File: src/rtl/imem_loader.sv
// Serial instruction-memory loader: 16-bit LE word count, then LE 32-bit words written to imem.
// Define IMEM_LOADER_CHECKSUM_EN to require a trailing XOR-of-payload checksum byte.
module imem_loader #(
    parameter int unsigned AddressWidth = 10,
    parameter int unsigned DataWidth    = 32
) (
    input  logic                    clk_i,
    input  logic                    rst_i,
    input  logic                    byte_valid_i,
    input  logic [7:0]              byte_data_i,
    output logic                    byte_ready_o,
    output logic                    imem_ld_o,
    output logic [AddressWidth-1:0] imem_ld_addr_o,
    output logic [DataWidth-1:0]    imem_ld_data_o,
    output logic                    core_rst_o,
    output logic                    done_o,
    output logic                    err_o
);

`ifdef IMEM_LOADER_CHECKSUM_EN
    typedef enum logic [2:0] {
        StHdr0, StHdr1, StLoad, StCsum, StFlush, StDone, StErr
    } state_e;
    localparam state_e StAfterPayload = StCsum;
`else
    typedef enum logic [2:0] {
        StHdr0, StHdr1, StLoad, StFlush, StDone, StErr
    } state_e;
    localparam state_e StAfterPayload = StFlush;
`endif

    localparam logic [31:0] MaxWords = 32'd1 << AddressWidth;

    state_e                  state_q, state_d;
    logic [7:0]              n_lo_q, n_lo_d;
    logic [15:0]             last_idx_q, last_idx_d;
    logic [AddressWidth-1:0] word_idx_q, word_idx_d;
    logic [1:0]              byte_cnt_q, byte_cnt_d;
    logic [23:0]             asm_q, asm_d;
    logic                    ld_q, ld_d;
    logic [AddressWidth-1:0] ld_addr_q, ld_addr_d;
    logic [DataWidth-1:0]    ld_data_q, ld_data_d;
`ifdef IMEM_LOADER_CHECKSUM_EN
    logic [7:0]              csum_q, csum_d;
`endif

    logic        xfer;
    logic [15:0] hdr_n;
    logic        oversize;
    logic        last_word;

    assign xfer      = byte_valid_i & byte_ready_o;
    assign hdr_n     = {byte_data_i, n_lo_q};
    assign oversize  = {16'd0, hdr_n} > MaxWords;
    assign last_word = {16'd0, last_idx_q} == 32'(word_idx_q);

    // Output decode is a pure function of state; the write strobe is gated so it
    // can only appear while the payload is in flight.
    always_comb begin
        byte_ready_o = 1'b0;
        core_rst_o   = 1'b1;
        done_o       = 1'b0;
        err_o        = 1'b0;
        imem_ld_o    = 1'b0;
        case (state_q)
            StHdr0, StHdr1: byte_ready_o = 1'b1;
            StLoad: begin
                byte_ready_o = 1'b1;
                imem_ld_o    = ld_q;
            end
`ifdef IMEM_LOADER_CHECKSUM_EN
            StCsum: begin
                byte_ready_o = 1'b1;
                imem_ld_o    = ld_q;
            end
`endif
            StFlush: imem_ld_o = ld_q;
            StDone: begin
                done_o     = 1'b1;
                core_rst_o = 1'b0;
            end
            StErr:   err_o = 1'b1;
            default: ;
        endcase
    end

    always_comb begin
        state_d    = state_q;
        n_lo_d     = n_lo_q;
        last_idx_d = last_idx_q;
        word_idx_d = word_idx_q;
        byte_cnt_d = byte_cnt_q;
        asm_d      = asm_q;
        ld_d       = 1'b0;
        ld_addr_d  = ld_addr_q;
        ld_data_d  = ld_data_q;
`ifdef IMEM_LOADER_CHECKSUM_EN
        csum_d     = csum_q;
`endif
        case (state_q)
            StHdr0: begin
                if (xfer) begin
                    n_lo_d  = byte_data_i;
                    state_d = StHdr1;
                end
            end
            StHdr1: begin
                if (xfer) begin
                    last_idx_d = hdr_n - 16'd1;
                    if (hdr_n == 16'd0) begin
                        state_d = StAfterPayload;
                    end else if (oversize) begin
                        state_d = StErr;
                    end else begin
                        state_d = StLoad;
                    end
                end
            end
            StLoad: begin
                if (xfer) begin
                    byte_cnt_d = byte_cnt_q + 2'd1;
`ifdef IMEM_LOADER_CHECKSUM_EN
                    csum_d     = csum_q ^ byte_data_i;
`endif
                    unique case (byte_cnt_q)
                        2'd0: asm_d[7:0]   = byte_data_i;
                        2'd1: asm_d[15:8]  = byte_data_i;
                        2'd2: asm_d[23:16] = byte_data_i;
                        2'd3: begin
                            // Final lane bypasses the assembly register so the word
                            // is registered straight into the strobe stage.
                            ld_d      = 1'b1;
                            ld_addr_d = word_idx_q;
                            ld_data_d = {byte_data_i, asm_q};
                            if (last_word) begin
                                state_d = StAfterPayload;
                            end else begin
                                word_idx_d = word_idx_q + 1'b1;
                            end
                        end
                    endcase
                end
            end
`ifdef IMEM_LOADER_CHECKSUM_EN
            StCsum: begin
                if (xfer) begin
                    state_d = (byte_data_i == csum_q) ? StFlush : StErr;
                end
            end
`endif
            StFlush: state_d = StDone;
            StDone:  state_d = StDone;
            StErr:   state_d = StErr;
            default: state_d = StHdr0;
        endcase
    end

    always_ff @(posedge clk_i) begin
        if (rst_i) begin
            state_q    <= StHdr0;
            n_lo_q     <= 8'd0;
            last_idx_q <= 16'd0;
            word_idx_q <= '0;
            byte_cnt_q <= 2'd0;
            asm_q      <= 24'd0;
            ld_q       <= 1'b0;
            ld_addr_q  <= '0;
            ld_data_q  <= '0;
`ifdef IMEM_LOADER_CHECKSUM_EN
            csum_q     <= 8'd0;
`endif
        end else begin
            state_q    <= state_d;
            n_lo_q     <= n_lo_d;
            last_idx_q <= last_idx_d;
            word_idx_q <= word_idx_d;
            byte_cnt_q <= byte_cnt_d;
            asm_q      <= asm_d;
            ld_q       <= ld_d;
            ld_addr_q  <= ld_addr_d;
            ld_data_q  <= ld_data_d;
`ifdef IMEM_LOADER_CHECKSUM_EN
            csum_q     <= csum_d;
`endif
        end
    end

    assign imem_ld_addr_o = ld_addr_q;
    assign imem_ld_data_o = ld_data_q;

endmodule

File: config.mk
export PLATFORM = sky130hd
export DESIGN_NAME = imem_loader
export DESIGN_NICKNAME = d
export VERILOG_FILES = /design/src/rtl/imem_loader.sv
export SDC_FILE = /design/constraint.sdc
export NUM_CORES = 1
export LEC_CHECK = 0
export CAP_MARGIN = 20
export CORE_MARGIN = 2
export CORE_UTILIZATION = 42
export CTS_CLUSTER_SIZE = 8
export DETAILED_ROUTE_END_ITERATION = 6
export PLACE_DENSITY = 0.67
export SYNTH_ARGS = -nofsm -noshare
export SYNTH_HDL_FRONTEND = slang
export SYNTH_SLANG_ARGS = --single-unit
File: constraint.sdc
create_clock -name clk_i -period 4.8 [get_ports clk_i]
set_clock_uncertainty 0.2 [all_clocks]
set_input_delay 0.72 -clock clk_i [delete_from_list [all_inputs] [get_ports clk_i]]
set_output_delay 0.72 -clock clk_i [all_outputs]
set_load 0.02 [all_outputs]
==> results.toml <==
[setup_path]
critPathKind = "reg2out"
critPathRequiredTime_ns = 3.88
arrival_ns = 1.98
endpoint_kind = "output port"
cp_slowest_cell = "clkdlybuf4s50_1"
worstRegToRegCells = 5
path_max_fanout = 10
max_stage_delay_ns = 0.60
worstPathCellList = "nor2b_1 -> and2_1 -> clkdlybuf4s50_1"
cp-start-kind = "flop"

[timing]
setup_ws_ns = 1.90
drv_slew = 0
period_minus_slack_ns = 2.90
tns_ns = 0
hold_viol = 0
rsz0062_at_grt = "no"
slew_headroom = 0.381
worst_slew_pin_slew_ns = 0.928
fmax_ghz = 0.345
fin_crit_sh = 0.604
setup_violations = 0
whs_ns = 0.254

[hold_path]
hold_path_depth = 2
hold_class = "reg2reg"

[clocking]
clock_sink_count = 106
cts_tree = "done"
clk_pin_slew_ns = 0.10
numCtsBuffers = 9
hold_buffers = 0
root_buffer = "clkbuf_8"
cts_setup_buffers = 0
cts_resized = 0
clkLatencyLatePin_ns = 0.37
htree_levels = 3
cts.path.max_buffers = 2

[status]
status = "completed"

[floorplanning]
core_area_mm2 = 0.0103
dieArea_mm2 = 0.0114
pin_count = 58
initial_core_util = 0.431
fp.dieW_um = 107
dieHeight_um = 107
rows = 37

[routing]
route.detailed.drc = 0
ant_nets = 0
vias = 3694
drt-total-wl_mm = 9.88
dr.pass1.iters = 5
post_drt_wl_per_cell_um = 13.7
vias_per_cell = 5.13
drtIter0Drc = 174

[global_routing]
overflow = 0
grt_pass1_vias = 3383
grt_start_max_net_pins = 51
grt_first_pass_wirelength_mm = 16.3
gr-usage-all-layers = 0.177
antenna_found_initial = 0

[synth]
syn_avg_cell_area_um2 = 8.10
syn_inst = 547
yosysWarnings = 0
synth_seq_cells = 106
syn-num-nets = 565
yosysTopAreaCellShare = 0.479
synth.area.top_cells = "dfxtp_1 (48%), nand2_1 (12%), a21oi_1 (9.5%), xnor2_1 (4.5%), nand3_1 (3.2%)"
synth_edf_count = 0
async_flop_share = 0
yosys.area.top_type = "dfxtp_1"
yosysMostFrequentCell = "nand2_1"
ys_types = 40
synth_commonest_cells = "nand2_1 (138), dfxtp_1 (106), a21oi_1 (84)"
synth_area_mm2 = 0.00443
synthFlopType = "dfxtp_1"
ys_seq_area_frac = 0.479

[power]
power.leakage_uw = 0.00165
finalPower_uw = 1640
peakVddDrop_mv = 0.160
powerDensity_mw_per_mm2 = 316

[flow_run]
drv_cap = 0

[cells_and_area]
nets = 598
area_growth_pct = 17.2
diodes = 0
fin_util = 0.505
drive_gt1_frac = 0.0548

[placement]
io_buffers = 57
dp_hpwl_mm = 6.71
pre_cts_ws_ns = 1.55
gp_congestion = 0.790
==> placed cells by master (no fill, tap or decap), drive strengths merged, types with 2 or more instances in the layout <==
master	Yosys	routed
nand2	138	138
dfxtp	106	106
a21oi	84	84
clkdlybuf4s50	0	56
nor2	34	34
nand3	28	28
xnor2	23	23
a211oi	16	16
inv	8	11
clkbuf	38	10
buf	5	8
o21ai	7	7
ha	7	7
nor4	6	6
o31ai	6	6
or4	6	6
or3	5	5
nor3	4	4
xor2	4	4
and2	3	3
nand4	3	3
clkinv	0	3
nor3b	2	2
==> critical path, delay by kind of cell (launching register included) <==
family | cells | cell delay [ns]
buffers and inverters | 1 | 0.60
and+or+nand+nor | 2 | 0.43
DFF | 1 | 0.58
==> power breakdown <==
group	internal (µW)	switching [µW]
clock	193	316
combinational	82.7	113
sequential	906	27.9
==> final timing paths <==
check	start	endpoint	slack, ns
max	state_q[0]	err_o	1.90
min	asm_q[16]	imem_ld_data_o[16]	0.25
max reg2reg	n_lo_q[4]	last_idx_q[15]	2.18
min reg2reg	asm_q[16]	imem_ld_data_o[16]	0.25
==> cell families after synthesis <==
logic type | Yosys count | share of synthesized area
simple gates | 239 | 0.240
compound gates | 116 | 0.147
flops | 106 | 0.479
buf+inv | 51 | 0.0588
xor+xnor | 27 | 0.0534
fa+ha+maj | 7 | 0.0198
mux | 1 | 0.00226
==> sequential cells by signal, indices dropped and copies added, names as in the netlist <==
signal,count
byte_cnt_q,2
ld_q,1
last_idx_q,16
state_q,3
imem_ld_addr_o,10
imem_ld_data_o,32
n_lo_q,8
asm_q,24
word_idx_q,10
==> through the flow <==
stage / std cells / area (µm²)
4_1_cts: 718 / 5170
3_3_place_gp: 703 / 5000
6_report: 720 / 5190
5_1_grt: 720 / 5190
2_1_floorplan: 547 / 4430
3_5_place_dp: 703 / 5000
==> cell type report <==
cell class	count	area, µm²
Fill cell	1039	5090
Sequential cell	106	2120
Multi-Input combinational cell	390	2060
Timing Repair Buffer	65	631
Tap cell	136	170
Clock buffer	9	124
Clock inverter	6	48.8
Inverter	8	30.0
==> routing by layer <==
metal / track usage / share of wire / wire, µm
met3: 0.0365 / 0.037 / 368
met1: 0.243 / 0.48 / 4790
met4: 0.0510 / 0.012 / 123
met2: 0.282 / 0.47 / 4600
met5: 0 / 0 / 0
Power figures use the tool's default switching activity.
